## src/rtl/fifo_pkg.sv

```systemverilog
// -----------------------------------------------------------------------------
// fifo_pkg
// Shared defaults and sizing helper for the circular FIFO.
//   DEF_DATA_W : default data word width
//   DEF_DEPTH  : default number of storage entries (power of two)
//   ptr_w()    : pointer/count width, clog2(depth) address bits plus one
//                wrap bit (also wide enough to hold a count of 0..depth)
// -----------------------------------------------------------------------------
package fifo_pkg;

   localparam int DEF_DATA_W = 8;
   localparam int DEF_DEPTH  = 16;

   function automatic int ptr_w(input int depth);
      return $clog2(depth) + 1;
   endfunction

endpackage

```

## src/rtl/fifo_mem.sv

```systemverilog
// -----------------------------------------------------------------------------
// fifo_mem
// DEPTH x DATA_W storage with one synchronous write port and one synchronous
// read port. Contents are never reset.
// Ports:
//   clk      : clock, both ports update on the rising edge
//   wr_en    : write strobe, stores wr_data at wr_addr
//   wr_addr  : write address
//   wr_data  : write data
//   rd_en    : read strobe, loads mem[rd_addr] into rd_data
//   rd_addr  : read address
//   rd_data  : registered read data, holds while rd_en is low
// -----------------------------------------------------------------------------
module fifo_mem #(
   parameter int DATA_W = 8,
   parameter int DEPTH  = 16,
   parameter int AW     = $clog2(DEPTH)
) (
   input  logic              clk,
   input  logic              wr_en,
   input  logic [AW-1:0]     wr_addr,
   input  logic [DATA_W-1:0] wr_data,
   input  logic              rd_en,
   input  logic [AW-1:0]     rd_addr,
   output logic [DATA_W-1:0] rd_data
);

   logic [DATA_W-1:0] mem [DEPTH];

   // The controller never accepts a read and a write to the same entry in
   // one cycle (that needs an empty or a full FIFO), so no bypass is needed.
   always_ff @(posedge clk) begin
      if (wr_en) mem[wr_addr] <= wr_data;
      if (rd_en) rd_data <= mem[rd_addr];
   end

endmodule

```

## src/rtl/param_circular_fifo.sv

```systemverilog
// -----------------------------------------------------------------------------
// param_circular_fifo
// Single-clock circular FIFO with occupancy count, status flags and sticky
// overflow/underflow error flags.
// Handshake: a write is accepted on a rising edge when write_en=1 and full=0;
// a read is accepted when read_en=1 and empty=0 and its word appears on
// data_out after that edge. Rejected requests have no effect on the data.
// Ports:
//   clk          : clock
//   reset        : asynchronous active-low reset
//   write_en     : write request          data_in : write data
//   read_en      : read request           clr_err : clears sticky errors
//   data_out     : registered read data, holds between accepted reads
//   full, empty, almost_full, almost_empty : status derived from count
//   count        : occupancy 0..DEPTH
//   overflow, underflow : sticky error flags
// -----------------------------------------------------------------------------
module param_circular_fifo
   import fifo_pkg::*;
#(
   parameter int DATA_W   = DEF_DATA_W,
   parameter int DEPTH    = DEF_DEPTH,
   parameter int AF_LEVEL = DEPTH - 2,
   parameter int AE_LEVEL = 2
) (
   input  logic                     clk,
   input  logic                     reset,
   input  logic                     write_en,
   input  logic [DATA_W-1:0]        data_in,
   input  logic                     read_en,
   input  logic                     clr_err,
   output logic [DATA_W-1:0]        data_out,
   output logic                     full,
   output logic                     empty,
   output logic                     almost_full,
   output logic                     almost_empty,
   output logic [ptr_w(DEPTH)-1:0]  count,
   output logic                     overflow,
   output logic                     underflow
);

   localparam int CW = ptr_w(DEPTH);
   localparam int AW = CW - 1;
   localparam logic [CW-1:0] ONE = CW'(1);

   logic [CW-1:0]     wr_ptr, rd_ptr, count_q;
   logic              do_wr, do_rd;
   logic              overflow_set, underflow_set;
   logic              rd_seen;
   logic [DATA_W-1:0] mem_rd_data;

   // Status flags come straight from the registered count.
   assign count        = count_q;
   assign full         = (count_q == CW'(DEPTH));
   assign empty        = (count_q == '0);
   assign almost_full  = (count_q >= CW'(AF_LEVEL));
   assign almost_empty = (count_q <= CW'(AE_LEVEL));

   assign do_wr = write_en & ~full;
   assign do_rd = read_en & ~empty;

   // A write against a full FIFO is an overflow unless a read is requested
   // in the same cycle; then the read drains an entry and the dropped write
   // is treated as a retry-able collision rather than an error.
   assign overflow_set  = write_en & full & ~read_en;
   assign underflow_set = read_en & empty;

   fifo_mem #(
      .DATA_W (DATA_W),
      .DEPTH  (DEPTH),
      .AW     (AW)
   ) u_mem (
      .clk     (clk),
      .wr_en   (do_wr),
      .wr_addr (wr_ptr[AW-1:0]),
      .wr_data (data_in),
      .rd_en   (do_rd),
      .rd_addr (rd_ptr[AW-1:0]),
      .rd_data (mem_rd_data)
   );

   // The storage read register has no reset, so data_out reads as zero
   // until the first read accepted after reset refreshes it.
   assign data_out = rd_seen ? mem_rd_data : '0;

   // Pointers are CW bits wide: incrementing past DEPTH-1 rolls the address
   // to 0 and toggles the top (wrap) bit, since DEPTH is a power of two.
   always_ff @(posedge clk or negedge reset) begin
      if (!reset) begin
         wr_ptr    <= '0;
         rd_ptr    <= '0;
         count_q   <= '0;
         rd_seen   <= 1'b0;
         overflow  <= 1'b0;
         underflow <= 1'b0;
      end else begin
         if (do_wr) wr_ptr <= wr_ptr + ONE;
         if (do_rd) begin
            rd_ptr  <= rd_ptr + ONE;
            rd_seen <= 1'b1;
         end
         case ({do_wr, do_rd})
            2'b10:   count_q <= count_q + ONE;
            2'b01:   count_q <= count_q - ONE;
            default: count_q <= count_q;
         endcase
         // A new error event in the clearing cycle keeps the flag set.
         overflow  <= overflow_set  | (overflow  & ~clr_err);
         underflow <= underflow_set | (underflow & ~clr_err);
      end
   end

   // The wrap-bit pointer distance must always equal the occupancy.
   a_ptr_count : assert property (@(posedge clk) disable iff (!reset)
      (CW'(wr_ptr - rd_ptr) == count_q));

endmodule

```

## config.mk

```make
export PLATFORM = sky130hd
export DESIGN_NAME = param_circular_fifo
export DESIGN_NICKNAME = d
export VERILOG_FILES = /design/src/rtl/fifo_pkg.sv /design/src/rtl/fifo_mem.sv /design/src/rtl/param_circular_fifo.sv
export SDC_FILE = /design/constraint.sdc
export NUM_CORES = 1
export LEC_CHECK = 0
export ABC_AREA = 1
export CAP_MARGIN = 20
export CORE_ASPECT_RATIO = 0.7
export CORE_MARGIN = 3
export CORE_UTILIZATION = 40
export DETAILED_ROUTE_END_ITERATION = 8
export DONT_BUFFER_PORTS = 1
export PLACE_DENSITY_LB_ADDON = 0.25
export SLEW_MARGIN = 40
export SYNTH_ARGS = -nofsm -noshare
export SYNTH_HDL_FRONTEND = slang
export SYNTH_SLANG_ARGS = --single-unit
```

## constraint.sdc

```tcl
create_clock -name clk -period 4.7 [get_ports clk]
set_clock_uncertainty 0.15 [all_clocks]
set_input_delay 0.94 -clock clk [delete_from_list [all_inputs] [get_ports clk]]
set_output_delay 0.94 -clock clk [all_outputs]
set_load 0.005 [all_outputs]
```

**Word level (Yosys, flattened, before mapping)**

Memory sizes are Yosys's and may differ from the RTL's. A register that Yosys moved wholly into a read port is not among the register bits.
Index checks and enable logic that the tools add are counted.

- Register bits: 18
- Memory bits (writable): 128
- Memories kept: 1

- Add/sub/neg operators: 4
- $lt $le $gt $ge: 2
- Eq/ne operators: 3
- Mux-type cells: 4
- Bitwise operators: 13
- Reduce and logical (&&, ||, !) cells: 2

Memory list:

| name | words | bits a word | read ports | clocked after Yosys merged registers in | write ports | line | source |
|---|---|---|---|---|---|---|---|
| u_mem.mem | 16 | 8 | 1 | 1 | 1 | fifo_mem.sv:28 | `logic [DATA_W-1:0] mem [DEPTH];` |

Operators with widths:

| operator | count |
|---|---|
| $add 5x1->5 const B | 3 |
| $pmux 5 s2 | 1 |
| $mux 8 | 1 |
| $and 1x1->1 | 7 |
| $eq 5x5->1 const B | 1 |
| $ge 5x4->1 const B | 1 |
| $le 5x2->1 const B | 1 |
| $logic_not 5->1 | 1 |
| $sub 5x1->5 const B | 1 |
| $not 1->1 | 4 |
| $eq 2x1->1 const B | 1 |
| $eq 2x2->1 const B | 1 |
| $mux 1 | 2 |
| $or 1x1->1 | 2 |
| $reduce_bool 2->1 | 1 |

**Depth between registers and ports, before layout**

- Depth after elaboration: 5
- Mapped depth: 16
- Gate-level depth less buffers: 16

**Cells and area by module**

Synthesis repeated with hierarchy kept, for this count alone.

- Cells, all modules: 673
- Area, all modules: 6846.6 sq um

By module, submodules not included:

| module | instances | cells each | area an instance (sq um) | seq. area each (sq um) |
|---|---|---|---|---|
| fifo_mem | 1 | 551 | 5846.9 | 4083.9 |
| param_circular_fifo | 1 | 122 | 999.7 | 400.4 |

**Least setup slack after synthesis**

OpenSTA, ideal clock, no wires.

- Path kind: input port to flip-flop
- From: input read_en
- To: register count_q[4] (netlist: count[4])
- Arrival time: 2.289 ns
- Required time: 4.433 ns
- Slack: 2.143 ns
- Cell stages on the path: 13
- Buffers on the path: 0
- Cell sequence: nand2_2 inv_1 ha_1 nor2_1 nor2_1 ha_1 inv_1 nand2_1 nand3_1 nand2_1 nand2_1 nand3_1 nand2_1

- Word-level cells in the longest chain between the ends: 3

Ends and longest elaborated chain:

| item | line | source |
|---|---|---|
| from (decl) | param_circular_fifo.sv:30 | `input logic read_en,` |
| $and 1x1->1 * | param_circular_fifo.sv:60 | `assign do_rd = read_en & ~empty;` |
| named net do_rd | param_circular_fifo.sv:47 | `logic do_wr, do_rd;` |
| $eq 2x1->1 or $eq 2x2->1 (tied branches) | param_circular_fifo.sv:102 | `case ({do_wr, do_rd})` |
| $pmux 5 s2 or $reduce_bool 2->1 (tied branches) | -- |  |
| to (signal assigned) | param_circular_fifo.sv:103 | `2'b10: count_q <= count_q + ONE;` |
| to (signal assigned) | param_circular_fifo.sv:104 | `2'b01: count_q <= count_q - ONE;` |
| to (signal assigned) | param_circular_fifo.sv:105 | `default: count_q <= count_q;` |
| to (decl) | param_circular_fifo.sv:46 | `logic [CW-1:0] wr_ptr, rd_ptr, count_q;` |

Mark *: on every way through the listed nets, which the timed path passes. The rest lies on a longest branch.
A chain may end at the register's enable or synchronous reset.

**Worst setup path in the final report**

- From: register count_q[1] (netlist: count[1])
- To: register count_q[4] (netlist: count[4])

- Word-level cells in the longest chain between the ends: 5

Ends and longest elaborated chain:

| item | line | source |
|---|---|---|
| $logic_not 5->1 * | param_circular_fifo.sv:55 | `assign empty = (count_q == '0);` |
| $not 1->1 * | param_circular_fifo.sv:60 |  |
| $and 1x1->1 * | param_circular_fifo.sv:60 |  |
| named net do_rd | param_circular_fifo.sv:47 |  |
| $eq 2x1->1 or $eq 2x2->1 (tied branches) | param_circular_fifo.sv:102 |  |
| $pmux 5 s2 or $reduce_bool 2->1 (tied branches) | -- |  |

Marked as above.

==> out/results.md <==
| Parameter | Reported | Unit |
|:---|:---|:---|
| Worst slack after detailed placement | 1.88 | ns |
| Antenna violations before repair | 0 | - |
| Count of hold-fix buffers inserted at cts | 0 | - |
| Highest metal layer with signal wires | met4 | - |
| Root Driver | clkbuf_16 | - |
| Count of cells resized by post-cts repair | 0 | - |
| DR iter-0 viols | 462 | - |
| Synth unique cells | 26 | - |
| Cell taking the most area after synthesis | edfxtp_1 | - |
| Fraction of power spent switching nets | 36.8 | % |
| Synth Net Count | 584 | - |
| Initial standard-cell utilization of the core | 41.3 | % |
| Met1 Wirelength | 6500 | µm |
| Cell area after placement | 6600 | µm² |
| Share of the clock period used by the worst path after layout | 56.3 | % |
| Placeable core region | 15600 | µm² |
| Max Root-Sink Buffers | 2 | - |
| Sw power | 1620 | µW |
| Area share of and/or/nand/nor cells after synthesis | 14.8 | % |
| Clk slew on worst S/H paths | 0.06 | ns |
| DR DRC count | 0 | - |
| Fin Setup TNS | 0 | ns |
| Number of instances in the synthesized netlist | 563 | - |
| Min-delay worst type | in -> async | - |
| Leading cell type in the layout, fill and taps excluded | edfxtp_1 | - |
| Main combinational cell family by area after synthesis | simple AND/OR/NAND/NOR gates | - |
| Top area cells in the synthesized netlist | edfxtp_1 63%, dfrtp_1 6.2%, nor2_1 6.1% | - |
| Register area share after synthesis | 69.4 | % |
| Compound-cell area share of the yosys netlist | 7.32 | % |
| Area overhead of the layout relative to synthesis | 10.6 | % |
| Diode count | 0 | - |
| Number of detailed-route iterations in the first pass | 4 | - |
| Clock network power share | 27.0 | % |
| Most frequent cells in the layout | 136 x edfxtp_1, 89 x nor2_1, 66 x nand2_1 | - |
| Placer Congestion | 0.800 | - |
| Crit Path Category | reg -> reg | - |
| Count of final setup violators | 0 | - |
| Total half-perimeter wirelength after legalization and detailed placement | 8770 | µm |
| Global-route wire length before repair | 21900 | µm |
| F_max | 0.378 | GHz |
| FF+latch count, synth | 152 | - |
| Transition time at the pin with the least slew margin | 0.787 | ns |
| Count of synthesis-stage warnings from yosys | 0 | - |
| Horizontal extent of the die | 158 | µm |
| # H-tree levels | 4 | - |
| Largest driver fanout on the critical path | 13 | - |
| Average size of a mapped cell | 11.5 | µm² |
| Setup repair after global routing missed its margin | no | - |
| Number of buffers created by CTS | 17 | - |
| Max-Slew Margin vs Limit | 47.6 | % |
| Worst Setup Slack, final | 2.06 | ns |
| Clock period minus final worst setup slack | 2.64 | ns |
| Number of nets with antenna violations after routing | 0 | - |
| WL met3 | 931 | µm |
| Total track usage | 16.5 | % |
| Max-cap violations | 0 | - |
| LEAKAGE | 0.00267 | µW |
| GR Overflow Total | 0 | - |
| Drt wl/cell | 17.9 | µm |
| Cell count of the worst reg-to-reg path | 15 | - |
| Power per cell area | 618 | nW/µm² |
| Number of global-route vias before repair | 3873 | - |
| Area enclosed by the die boundary | 17700 | µm² |
| Maximum number of pins on one net before global-route repair | 57 | - |
| Endpoints failing hold | 0 | - |
| Number of buffers added on ports | 0 | - |
| Detailed-routed wire length on met2 | 6200 | µm |
| Clk sinks | 152 | - |
| Xor and xnor fraction of the mapped netlist area | 1.08 | % |
| Clock tree from TritonCTS | built | - |
| Number of core rows | 38 | - |
| Fraction of layout cells with a size suffix above 1 | 10.1 | % |
| Total non-filler cell area in the finished layout | 7150 | µm² |
| Run status | finished, final reports clean | - |
| Overall power of the completed layout | 4420 | µW |
| Net count reported at finish | 580 | - |
| Fill cell count | 1412 | - |
| Post-synthesis instance area | 6460 | µm² |
| Comb pwr share | 30.1 | % |
| Final Hold Slack | 0.0537 | ns |
| Required time worst endpoint | 4.87 | ns |
| Sequential share of power | 42.8 | % |
| Total number of vias | 3963 | - |
| Post-CTS Repair Setup Buffers | 0 | - |
| Number of slew-limit violations in the final report | 0 | - |
| Top cell type's share of synthesized area | 63.2 | % |
| Vias/cell | 5.13 | - |
| Critical Path Start Type | flop | - |
| Worst-skew pair later-pin latency | 0.42 | ns |
| Die Y | 112 | µm |
| Maximum ir drop on the vdd rail | 0.000334 | V |
| Boundary pin count | 32 | - |
| Crit path DAT | 2.81 | ns |
| Total Routed Length | 13800 | µm |
| Kind of end point of the critical path | flop | - |
| Fraction of the mapped netlist area in adder cells | 1.55 | % |
| Fraction of synthesized area in multiplexers | 0 | % |
| Cell internal pwr | 2790 | µW |
## layer usage
| metal | GRT usage [%] | up-vias |
|---|---|---|
| li1 | - | 1925 |
| met1 | 24.7 | 1907 |
| met2 | 24.0 | 117 |
| met3 | 4.32 | 14 |
| met4 | 4.76 | 0 |
| met5 | 0 | - |
## stage by stage
step | utilization, % | std cells
global placement | 42.0 | 739
CTS | 45.5 | 772
floorplan | - | 563
detailed placement | 42.2 | 740
global route | 45.7 | 772
finish | 45.7 | 772
## Yosys cell counts (all sizes together)
library cell and number:
nor2 105, nand3 57, buf 21, o211ai 22
edfxtp 136, inv 60, ha 8, o22ai 1
clkbuf 4, a2111oi 1, nand4 2, nand2 68
a21oi 2, o21ai 50, dfrtp 16, or2 1
xnor2 2, o31ai 1, xor2 6
## worst max-delay path, cell delays in order (launching register included)
cell and delay (ns):
dfrtp_1 0.49, inv_2 0.10, nand4_1 0.16, nand2_2 0.10, inv_1 0.35, ha_1 0.36
nor2_1 0.07, nor2_1 0.15, ha_1 0.16, inv_1 0.04, nand2_1 0.09, nand3_1 0.11
nand2_1 0.07, nand2_1 0.04, nand3_1 0.05, nand2_1 0.05
## flip-flops by register name, indices dropped and copies added (netlist names)
signal / cells
u_mem.mem: 128
u_mem.rd_data: 8
count: 5
rd_ptr: 4
wr_ptr: 4
overflow: 1
rd_seen: 1
underflow: 1
## cell type report
| class | count | area, µm² | share of cell area (%) |
|---|---|---|---|
| sequential | 152 | 4490 | 62.8 |
| multi-input combinational | 326 | 1640 | 23.0 |
| clock buffer | 18 | 429 | 6.00 |
| tap | 200 | 250 | 3.50 |
| inverter | 60 | 228 | 3.19 |
| clock inverter | 14 | 85.1 | 1.19 |
| timing repair buffer | 2 | 27.5 | 0.385 |
## final timing paths
| path | from | endpoint | slack [ns] |
|---|---|---|---|
| setup / recovery | count[1]$_DFFE_PN0P_ | count[4]$_DFFE_PN0P_ | 2.06 |
| hold / removal | reset | count[3]$_DFFE_PN0P_ | 0.05 |
| setup reg to reg | count[1]$_DFFE_PN0P_ | count[4]$_DFFE_PN0P_ | 2.06 |
| hold reg to reg | wr_ptr[3]$_DFFE_PN0P_ | wr_ptr[3]$_DFFE_PN0P_ | 0.41 |
| max in group asynchronous | reset | rd_ptr[0]$_DFFE_PN0P_ | 4.26 |
| min in group clk | wr_ptr[3]$_DFFE_PN0P_ | wr_ptr[3]$_DFFE_PN0P_ | 0.41 |
## power by group through the flow
stage | clock network (µW) | logic (µW) | registers [µW]
5_1_grt | 1270 | 1530 | 1920
3_3_place_gp | 0 | 1280 | 1910
2_1_floorplan | 0 | 1070 | 1820
4_1_cts | 1210 | 1330 | 1890
3_5_place_dp | 0 | 1320 | 1920
6_report | 1190 | 1330 | 1890
## cell families after synthesis
group / Yosys count
compound gates: 77
xor+xnor: 8
fa+ha+maj: 8
buf+inv: 85
flops: 152
simple gates: 233
No activity file was read; power rests on OpenSTA's default activity.
